### config.mk
export PLATFORM = sky130hd
export DESIGN_NAME = serial_rx_framer
export DESIGN_NICKNAME = d
export VERILOG_FILES = /design/src/rtl/rx_pkg.sv /design/src/rtl/rx_bit_timer.sv /design/src/rtl/serial_rx_framer.sv
export SDC_FILE = /design/constraint.sdc
export NUM_CORES = 1
export LEC_CHECK = 0
export ABC_AREA = 1
export BUFFER_PORTS_ARGS = -buffer_cell sky130_fd_sc_hd__buf_2
export CAP_MARGIN = 20
export CORE_ASPECT_RATIO = 0.7
export CORE_MARGIN = 4
export CORE_UTILIZATION = 25
export CTS_CLUSTER_DIAMETER = 80
export DETAILED_ROUTE_END_ITERATION = 6
export PLACE_DENSITY = 0.5
export SLEW_MARGIN = 30
export SYNTH_ARGS = -nofsm -noshare
export SYNTH_HDL_FRONTEND = slang
export SYNTH_SLANG_ARGS = --single-unit
### constraint.sdc
create_clock -name clk -period 2.5 [get_ports clk]
set_input_delay 0.25 -clock clk [delete_from_list [all_inputs] [get_ports clk]]
set_output_delay 0.25 -clock clk [all_outputs]
set_load 0.03 [all_outputs]
### src/rtl/rx_pkg.sv
// Shared types and default constants for the serial receive framer.
package rx_pkg;

    typedef enum logic [2:0] {
        IDLE,
        START,
        DATA,
        STOP,
        LOAD
    } rx_state_t;

    localparam int RX_CLKS_PER_BIT = 10;
    localparam int RX_DATA_BITS    = 8;

endpackage

### src/rtl/rx_bit_timer.sv
// Clock-per-bit counter producing a sample strobe at half or full bit period.
import rx_pkg::*;

module rx_bit_timer #(
    parameter int CLKS_PER_BIT = RX_CLKS_PER_BIT
) (
    input  logic clk,
    input  logic rst,
    input  logic clr_i,
    input  logic en_i,
    input  logic half_i,
    output logic strobe_o
);

    localparam int CNT_W = $clog2(CLKS_PER_BIT);

    logic [CNT_W-1:0] cnt_q;
    logic [CNT_W-1:0] cnt_d;
    logic [CNT_W-1:0] term;

    assign term     = half_i ? CNT_W'(CLKS_PER_BIT / 2 - 1) : CNT_W'(CLKS_PER_BIT - 1);
    assign strobe_o = en_i && (cnt_q == term);

    // The strobe reloads zero so the next bit period starts counting immediately.
    always_comb begin
        cnt_d = cnt_q;
        if (clr_i) begin
            cnt_d = '0;
        end else if (en_i) begin
            cnt_d = strobe_o ? '0 : cnt_q + 1'b1;
        end
    end

    always_ff @(posedge clk or posedge rst) begin
        if (rst) begin
            cnt_q <= '0;
        end else begin
            cnt_q <= cnt_d;
        end
    end

endmodule

### src/rtl/serial_rx_framer.sv
// Serial frame receiver: start validation, LSB-first data capture, stop check,
// holding register with ready / framing-error / overrun flags.
import rx_pkg::*;

module serial_rx_framer #(
    parameter int CLKS_PER_BIT = RX_CLKS_PER_BIT,
    parameter int DATA_BITS    = RX_DATA_BITS
) (
    input  logic                 clk,
    input  logic                 rst,
    input  logic                 serial_in,
    input  logic                 data_read,
    output logic [DATA_BITS-1:0] rx_data,
    output logic                 data_ready,
    output logic                 framing_error,
    output logic                 overrun_error,
    output logic                 rx_busy
);

    localparam int IDX_W = $clog2(DATA_BITS + 1);

    rx_state_t            state_q;
    logic                 prev_in_q;
    logic [DATA_BITS-1:0] shift_q;
    logic [IDX_W-1:0]     bit_idx_q;
    logic                 stop_bit_q;
    logic [DATA_BITS-1:0] rx_data_q;
    logic                 data_ready_q;
    logic                 framing_error_q;
    logic                 overrun_error_q;
    logic                 busy_q;

    logic start_edge;
    logic tmr_clr;
    logic tmr_en;
    logic tmr_half;
    logic sample;

    assign start_edge = prev_in_q & ~serial_in;
    assign tmr_clr    = (state_q == IDLE) || (state_q == LOAD);
    assign tmr_en     = (state_q == START) || (state_q == DATA) || (state_q == STOP);
    assign tmr_half   = (state_q == START);

    rx_bit_timer #(
        .CLKS_PER_BIT (CLKS_PER_BIT)
    ) u_timer (
        .clk      (clk),
        .rst      (rst),
        .clr_i    (tmr_clr),
        .en_i     (tmr_en),
        .half_i   (tmr_half),
        .strobe_o (sample)
    );

    always_ff @(posedge clk or posedge rst) begin
        if (rst) begin
            state_q         <= IDLE;
            prev_in_q       <= 1'b1;
            shift_q         <= '0;
            bit_idx_q       <= '0;
            stop_bit_q      <= 1'b0;
            rx_data_q       <= '0;
            data_ready_q    <= 1'b0;
            framing_error_q <= 1'b0;
            overrun_error_q <= 1'b0;
            busy_q          <= 1'b0;
        end else begin
            prev_in_q <= serial_in;
            // A read clears ready; the LOAD branch below overrides this when coincident.
            if (data_read) begin
                data_ready_q <= 1'b0;
            end
            case (state_q)
                IDLE: begin
                    if (start_edge) begin
                        state_q <= START;
                        busy_q  <= 1'b1;
                    end
                end
                START: begin
                    if (sample) begin
                        if (!serial_in) begin
                            state_q   <= DATA;
                            bit_idx_q <= '0;
                        end else begin
                            state_q <= IDLE;
                            busy_q  <= 1'b0;
                        end
                    end
                end
                DATA: begin
                    if (sample) begin
                        shift_q   <= {serial_in, shift_q[DATA_BITS-1:1]};
                        bit_idx_q <= bit_idx_q + 1'b1;
                        if (bit_idx_q == IDX_W'(DATA_BITS - 1)) begin
                            state_q <= STOP;
                        end
                    end
                end
                STOP: begin
                    if (sample) begin
                        stop_bit_q <= serial_in;
                        state_q    <= LOAD;
                    end
                end
                LOAD: begin
                    rx_data_q       <= shift_q;
                    framing_error_q <= ~stop_bit_q;
                    overrun_error_q <= data_ready_q & ~data_read;
                    data_ready_q    <= 1'b1;
                    state_q         <= IDLE;
                    busy_q          <= 1'b0;
                end
                default: begin
                    state_q <= IDLE;
                    busy_q  <= 1'b0;
                end
            endcase
        end
    end

    assign rx_data       = rx_data_q;
    assign data_ready    = data_ready_q;
    assign framing_error = framing_error_q;
    assign overrun_error = overrun_error_q;
    assign rx_busy       = busy_q;

endmodule

==> flow_summary.toml, run 1 <==
[synthesis]
yosys.area.top_type_share = 0.528
synthSimpleGateAreaFrac = 0.307
synth_nets = 182
yosys.area_share.adder = 0.0165
synthesis.instances = 176
ys_top_cells_by_area = "dfrtp_1 53%, nand2_1 16%, nand3_1 6.3%"
synth_compound_area_frac = 0.0528
synth.distinct_cells = 23
syn_area_per_cell_um2 = 8.61
yosysTopAreaCell = "dfrtp_1"
synth.mux.area_fraction = 0
yosys_warnings = 0
ys_ff_latch = 33
synth_seq_area_share = 0.546
synth_top_family_by_area = "simple AND/OR/NAND/NOR gates"
synth-xor-area-share = 0.0173
netlist_area_um2 = 1520

[cts]
cts_tree = "built"
postCtsSetupRepairBufs = 0
path_clk_slew_ns = 0.07
clkLatencyLatePin_ns = 0.28
hold_buffers = 0
htreeDepth = 2
cts_inserted_buffers = 5
clock-sinks = 33
post_cts_resized = 0
cts.path.max_buffers = 2
cts_root_buf = "clkbuf_8"

[detailed_routing]
viasPerCell = 4.18
drtPass1Iterations = 4
wirelength_um = 3070
drc = 0
wl_per_cell_um = 11.3
vias = 1142
drt-initial-drc-count = 83
antenna_left = 0

[sta]
clock_skew_ns = 0.00535
fin_tns_setup_ns = 0
setup_viol = 0
maxSlewHeadroom = 0.497
fin_ws_ns = 1.00
rsz0062_at_grt = "false"
final.period_utilization = 0.599
tightest_slew_ns = 0.753
drv_slew = 0
finalCriticalPeriod_ns = 1.50
final-hold-violation-count = 0
timing.fmax_ghz = 0.667

[global_routing]
grt_max_degree = 21
grt_pass1_wl_um = 5290
antenna_found_initial = 0
track_usage = 0.0937
grt_pass1_vias = 1088
overflow = 0

[critical_path]
crit_path_end_kind = "register"
critPathMaxStageDelay_ns = 0.43
crit_type = "register to register"
cpMaxStageDelayCell = "dfrtp_1"
critical_path.cell_chain = "inv_2 -> nand3_2 -> nand2_2 -> nand3_4 -> inv_2 -> nand2_2 -> nand2_1 -> nand2_1"
crit_arrival_ns = 1.67
startpoint_type = "register"
worstPathMaxFanout = 12
cp.required_ns = 2.67

[floorplan]
fp-row-count = 23
die_width_um = 101
core_area_um2 = 5780
dieArea_um2 = 7390
start_util = 0.262
io_pins = 16
dieHeight_um = 73.1

[placed_design]
pre_cts_ws_ns = 1.01
gp_congestion = 0.833
hpwl_um = 2220
portBuffers = 15

[job]
cap_violations = 0

[outcome]
status = "completed"

[power_and_ir_drop]
p_per_area_nw_per_um2 = 1110
power.leakage_nw = 0.944
vdd_ir_drop_max_v = 0.000335

[layout]
seq_area_um2 = 827
multi_input_area_um2 = 597
diodes = 0
layout.nets = 203
drive_above_1_share = 0.207
synthToLayoutAreaGrowth_pct = 18.0
fill_cells = 583

[hold_path]
hold_path_class = "input port to asynchronous set/reset pin"
-- layer usage --
| layer | GRT usage | vias to the layer above | part of all wire |
|---|---|---|---|
| li1 | - | 594 | - |
| met1 | 0.130 | 515 | 0.52 |
| met2 | 0.126 | 26 | 0.40 |
| met3 | 0.0315 | 7 | 0.053 |
| met4 | 0.0531 | 0 | 0.025 |
| met5 | 0 | - | 0 |
-- synthesized netlist by cell type (all sizes together) --
master	number
buf	3
dfrtp	32
dfstp	1
ha	2
inv	17
nand2	68
nand3	21
nand3b	2
nor2	12
nor3	1
o21ai	12
o22ai	2
xnor2	1
xor2	2
-- cell usage in the layout (no fill, tap or decap) --
master / netlist / final
ha_1: 2 / 2
nand2_1: 64 / 64
dfstp_2: 1 / 1
nand3_4: 1 / 1
buf_2: 1 / 15
nand3_2: 1 / 1
nor2_2: 2 / 2
nand2_2: 4 / 4
buf_4: 0 / 2
nand3b_1: 2 / 2
o22ai_1: 2 / 2
inv_2: 5 / 5
nor2_4: 1 / 1
clkbuf_1: 0 / 1
inv_1: 12 / 12
bufinv_16: 0 / 1
nand3_1: 19 / 19
nor3_1: 1 / 1
xor2_1: 2 / 2
o21ai_0: 9 / 9
o21ai_1: 1 / 1
o21ai_2: 2 / 2
xnor2_1: 1 / 1
clkbuf_8: 0 / 6
dfrtp_1: 32 / 32
nor2_1: 9 / 9
-- path summary, 6_finish.rpt --
path	start	to	slack [ns]	depth (start not counted)
min in group clk	serial_in	prev_in_q	0.13	1
worst max register to register	state_q[2]	shift_q[3]	1.00	8
max in group asynchronous	rst	prev_in_q	1.74	3
worst max-delay path	state_q[2]	shift_q[3]	1.00	8
worst min-delay path	rst	shift_q[7]	0.09	2
worst min register to register	rx_data[4]	rx_data[4]	0.47	2
-- state kept, by name, summed over array words and instances (netlist names) --
name and cells:
stop_bit_q 1, bit_idx_q 4, overrun_error 1, rx_data 8
shift_q 8, prev_in_q 1, state_q 3, u_timer.cnt_q 4
data_ready 1, rx_busy 1, framing_error 1
-- logic make-up after synthesis --
| group | after synthesis |
|---|---|
| XOR/XNOR | 3 |
| AO/OA/AOI/OAI | 14 |
| buffers and inverters | 20 |
| AND/OR/NAND/NOR | 104 |
| flip-flops | 33 |
| adder cells (fa/ha/maj) | 2 |
-- where the power goes --
group          switching [mW]  internal, mW  leakage, nW
combinational           0.470         0.211        0.449
clock                   0.187         0.325       0.0585
sequential              0.113         0.674        0.436
total                   0.770          1.21        0.944
-- per-stage QoR --
| step | utilization | area [um^2] | power, mW | std cells | hold WS (ns) |
|---|---|---|---|---|---|
| final | 0.309 | 1790 | 1.98 | 273 | 0.0935 |
| after CTS | 0.309 | 1790 | 2.00 | 273 | 0.124 |
| after global placement | 0.289 | 1670 | 1.48 | 265 | 0.423 |
| after detailed placement | 0.289 | 1670 | 1.48 | 265 | 0.426 |
| after global routing | 0.309 | 1790 | 2.13 | 273 | 0.120 |
| after floorplan | - | 1520 | 1.33 | 176 | 0.254 |
-- critical path, delay by kind of cell, from the launching register on --
kind,cells,cell delay [ns]
simple gates,6,0.63
buf+inv,2,0.34
flops,1,0.43
-- cell type report --
| cell class | instances | share of cell area |
|---|---|---|
| clock buffer | 7 | 0.0483 |
| inverter | 17 | 0.0357 |
| multi-input combinational | 123 | 0.334 |
| sequential | 33 | 0.463 |
| tap | 75 | 0.0525 |
| timing repair buffer | 17 | 0.0504 |
| clock inverter | 1 | 0.0168 |
(Power assumes the default switching activity.)
==> run 2: changes to the inputs <==
--- a/config.mk
+++ b/config.mk
@@ -5,7 +5,7 @@
 export SDC_FILE = /design/constraint.sdc
 export NUM_CORES = 1
 export LEC_CHECK = 0
-export ABC_AREA = 1
+export ABC_AREA = 0
 export BUFFER_PORTS_ARGS = -buffer_cell sky130_fd_sc_hd__buf_2
 export CAP_MARGIN = 20
 export CORE_ASPECT_RATIO = 0.7
==> constraint.sdc (replaced) <==
create_clock -name clk -period 1.47 [get_ports clk]
set_input_delay 0.147 -clock clk [delete_from_list [all_inputs] [get_ports clk]]
set_output_delay 0.147 -clock clk [all_outputs]
set_load 0.03 [all_outputs]
==> run 2 against run 1 <==
Net effect:
- the run now ends with negative setup slack left
- utilization rose by 4.0 points
- setup slack got worse by 1.2 ns
- sequential power rose by 55%
- largest power group unchanged
- hold slack got worse by 0.072 ns
- register-to-register slack got worse by 1.2 ns
- count of clock-buffer cells in the layout fell by 1
- design area rose by 5.4%
- critical path depth fell by 4
- clock skew rose by 0.0025 ns
==> flow_summary.toml, run 2 <==
[outcome]
status = "complete, but fails checks"
violations = "negative setup slack"

[global_routing]
antenna_found_initial = 0
grt_pass1_vias = 969
grt_max_degree = 34
overflow = 0
track_usage = 0.0874
grt_pass1_wl_um = 4890

[critical_path]
rr_startpoint = "u_timer.cnt_q[3]"
ff2ff_path_depth = 4
crit_arrival_ns = 1.84
crit_family = "simple AND/OR/NAND/NOR gates"
crit_path_end_kind = "register"
worstPathMaxFanout = 4
r2r-end = "bit_idx_q[3]"
worst-path-buf-inv = 0
crit_type = "register to register"
critical_path.cell_chain = "or4b_4 -> nand4bb_4 -> and2_4 -> a211o_1"
reg2reg_slack_ns = -0.20
startpoint_type = "register"
cp.required_ns = 1.64
critPathMaxStageDelay_ns = 0.56
cpMaxStageDelayCell = "or4b_4"

[synthesis]
synth_nets = 120
syn_area_per_cell_um2 = 12.5
synth-main-ff-cell = "dfrtp_1"
netlist_area_um2 = 1430
yosys.area.top_type_share = 0.560
synthArstFlopShare = 1.00
yosys_warnings = 0
synth.most_common_cell = "dfrtp_1"
synth-edff-count = 0
yosysTopAreaCell = "dfrtp_1"
synth_seq_area_share = 0.579
ys_top_cells_by_count = "32 x dfrtp_1, 16 x mux2_2, 9 x nand2_1, 7 x nor2_1"
synth.distinct_cells = 32
ys_ff_latch = 33
synthesis.instances = 114
ys_top_cells_by_area = "dfrtp_1 56%, mux2_2 13%, nand2_1 2.4%"

[floorplan]
start_util = 0.265
fp-row-count = 22
die_width_um = 98.4
dieArea_um2 = 7010
core_area_um2 = 5400
dieHeight_um = 71.3
io_pins = 16

[layout]
diodes = 0
drive_above_1_share = 0.454
layout.nets = 157
final_common_cell = "dfrtp_1"
layout_common_cells = "31 x dfrtp_1, 17 x buf_4, 16 x mux2_2, 15 x buf_2, 8 x nand2_1"
synthToLayoutAreaGrowth_pct = 31.9

[sta]
fin_ws_ns = -0.202
fin_tns_setup_ns = -1.63
tightest_slew_ns = 0.426
final.period_utilization = 1.14
timing.fmax_ghz = 0.598
rsz0062_at_grt = "true"
final-hold-violation-count = 0
finalCriticalPeriod_ns = 1.67
setup_viol = 18
maxSlewHeadroom = 0.716
clock_skew_ns = 0.00786
drv_slew = 0

[power_and_ir_drop]
combinationalPowerShare = 0.268
cellInternalPower_mw = 2.00
p_per_area_nw_per_um2 = 1530
fin_total_pwr_mw = 2.89
p_sw_frac = 0.307
power.leakage_nw = 0.945
p_sw_uw = 886
clkPwrFrac = 0.308
p_seq_frac = 0.423
vdd_ir_drop_max_v = 0.000641

[cts]
cts_root_buf = "clkbuf_8"
path_clk_slew_ns = 0.07
clock-sinks = 33
cts.path.max_buffers = 2
cts_inserted_buffers = 5
htreeDepth = 2
clkLatencyLatePin_ns = 0.29
cts_tree = "built"

[hold_path]
min_from = "serial_in"
hold-path-endpoint = "prev_in_q"
hold-path-cell-count = 1
hold_path_class = "input port to register"

[detailed_routing]
vias = 997
drc = 0
wl_per_cell_um = 12.9
antenna_left = 0
viasPerCell = 4.45
drtPass1Iterations = 4
drt-initial-drc-count = 37
wirelength_um = 2900

[job]
cap_violations = 0

[placed_design]
portBuffers = 15
gp_congestion = 0.777
hpwl_um = 2030
-- run 2: cell count changes after synthesis, sizes merged, moves of 3 or more --
cell / previous run / this run
nand2: 68 / 9
nor2: 12 / 7
o21ai: 12 / 6
inv: 17 / 2
nand3: 21 / 6
mux2: 0 / 16
a32o: 0 / 3
-- run 2: logic make-up (layout without fill, tap and decap cells) --
kind of cell               Yosys count  after routing  share of synthesized area
and+or+nand+nor                     36             36                      0.153
DFF                                 33             33                      0.579
AOI/OAI and AO/OA                   18             18                     0.0911
muxes                               16             16                      0.126
buffers and inverters                7             45                     0.0210
adders and majority gates            2              2                     0.0175
xor gates and xnor gates             2              2                     0.0123
-- run 2: stage by stage --
| step | worst slack, ns | utilization | std cells | area [um^2] | hold WS, ns |
|---|---|---|---|---|---|
| after CTS | -0.199 | 0.342 | 221 | 1840 | 0.0106 |
| after global routing | -0.251 | 0.349 | 224 | 1880 | 0.00577 |
| final | -0.202 | 0.349 | 224 | 1880 | 0.0219 |
| after detailed placement | -0.184 | 0.317 | 212 | 1710 | 0.262 |
| after global placement | -0.167 | 0.317 | 212 | 1710 | 0.250 |
| after floorplan | -0.185 | - | 114 | 1440 | 0.151 |
-- run 2: timing repair --
action / CTS / global route
resized for setup: 2 / 6
hold buffers: 1 / 0
hold endpoints to repair: 32 / 0
gates cloned: 0 / 0
setup buffers: 0 / 3
pin swaps: 1 / 2
setup endpoints to repair: 19 / 25
-- run 2: how the worst max path moves through the flow --
stage                     startpoint      endpoint  slack [ns]  depth (start not counted)
finish              u_timer.cnt_q[3]  bit_idx_q[3]       -0.20                          4
global route        u_timer.cnt_q[3]  bit_idx_q[3]       -0.25                          4
CTS                 u_timer.cnt_q[0]  bit_idx_q[3]       -0.20                          4
floorplan           u_timer.cnt_q[3]  bit_idx_q[3]       -0.19                          4
global placement    u_timer.cnt_q[3]  bit_idx_q[3]       -0.17                          4
detailed placement  u_timer.cnt_q[3]  bit_idx_q[3]       -0.18                          4
-- run 2: final cells by class --
class,instances,area [um^2]
tap,72,90.1
fill,534,3510
inverter,2,7.51
clock inverter,2,37.5
multi-input combinational,74,594
timing repair buffer,35,244
sequential,33,828
clock buffer,6,82.6
-- run 2: layer usage --
metal  vias up  share of wire  GRT usage
met5         -              0          0
met4         0          0.016     0.0409
met3         5          0.036     0.0233
met2        20           0.46      0.130
met1       486           0.49      0.119
li1        486              -          -
-- run 2: power groups by stage --
stage	sequential (mW)	clock (mW)	combinational [mW]
final	1.22	0.890	0.775
after global routing	1.24	0.955	0.863
after CTS	1.22	0.919	0.758
after detailed placement	1.23	0	0.743
after global placement	1.22	0	0.718
after floorplan	1.22	0	0.448
-- run 2: worst register-to-register path: stages (launching register included) --
cell,delay (ns)
dfrtp_1,0.39
or4b_4,0.56
nand4bb_4,0.21
and2_4,0.16
a211o_1,0.24
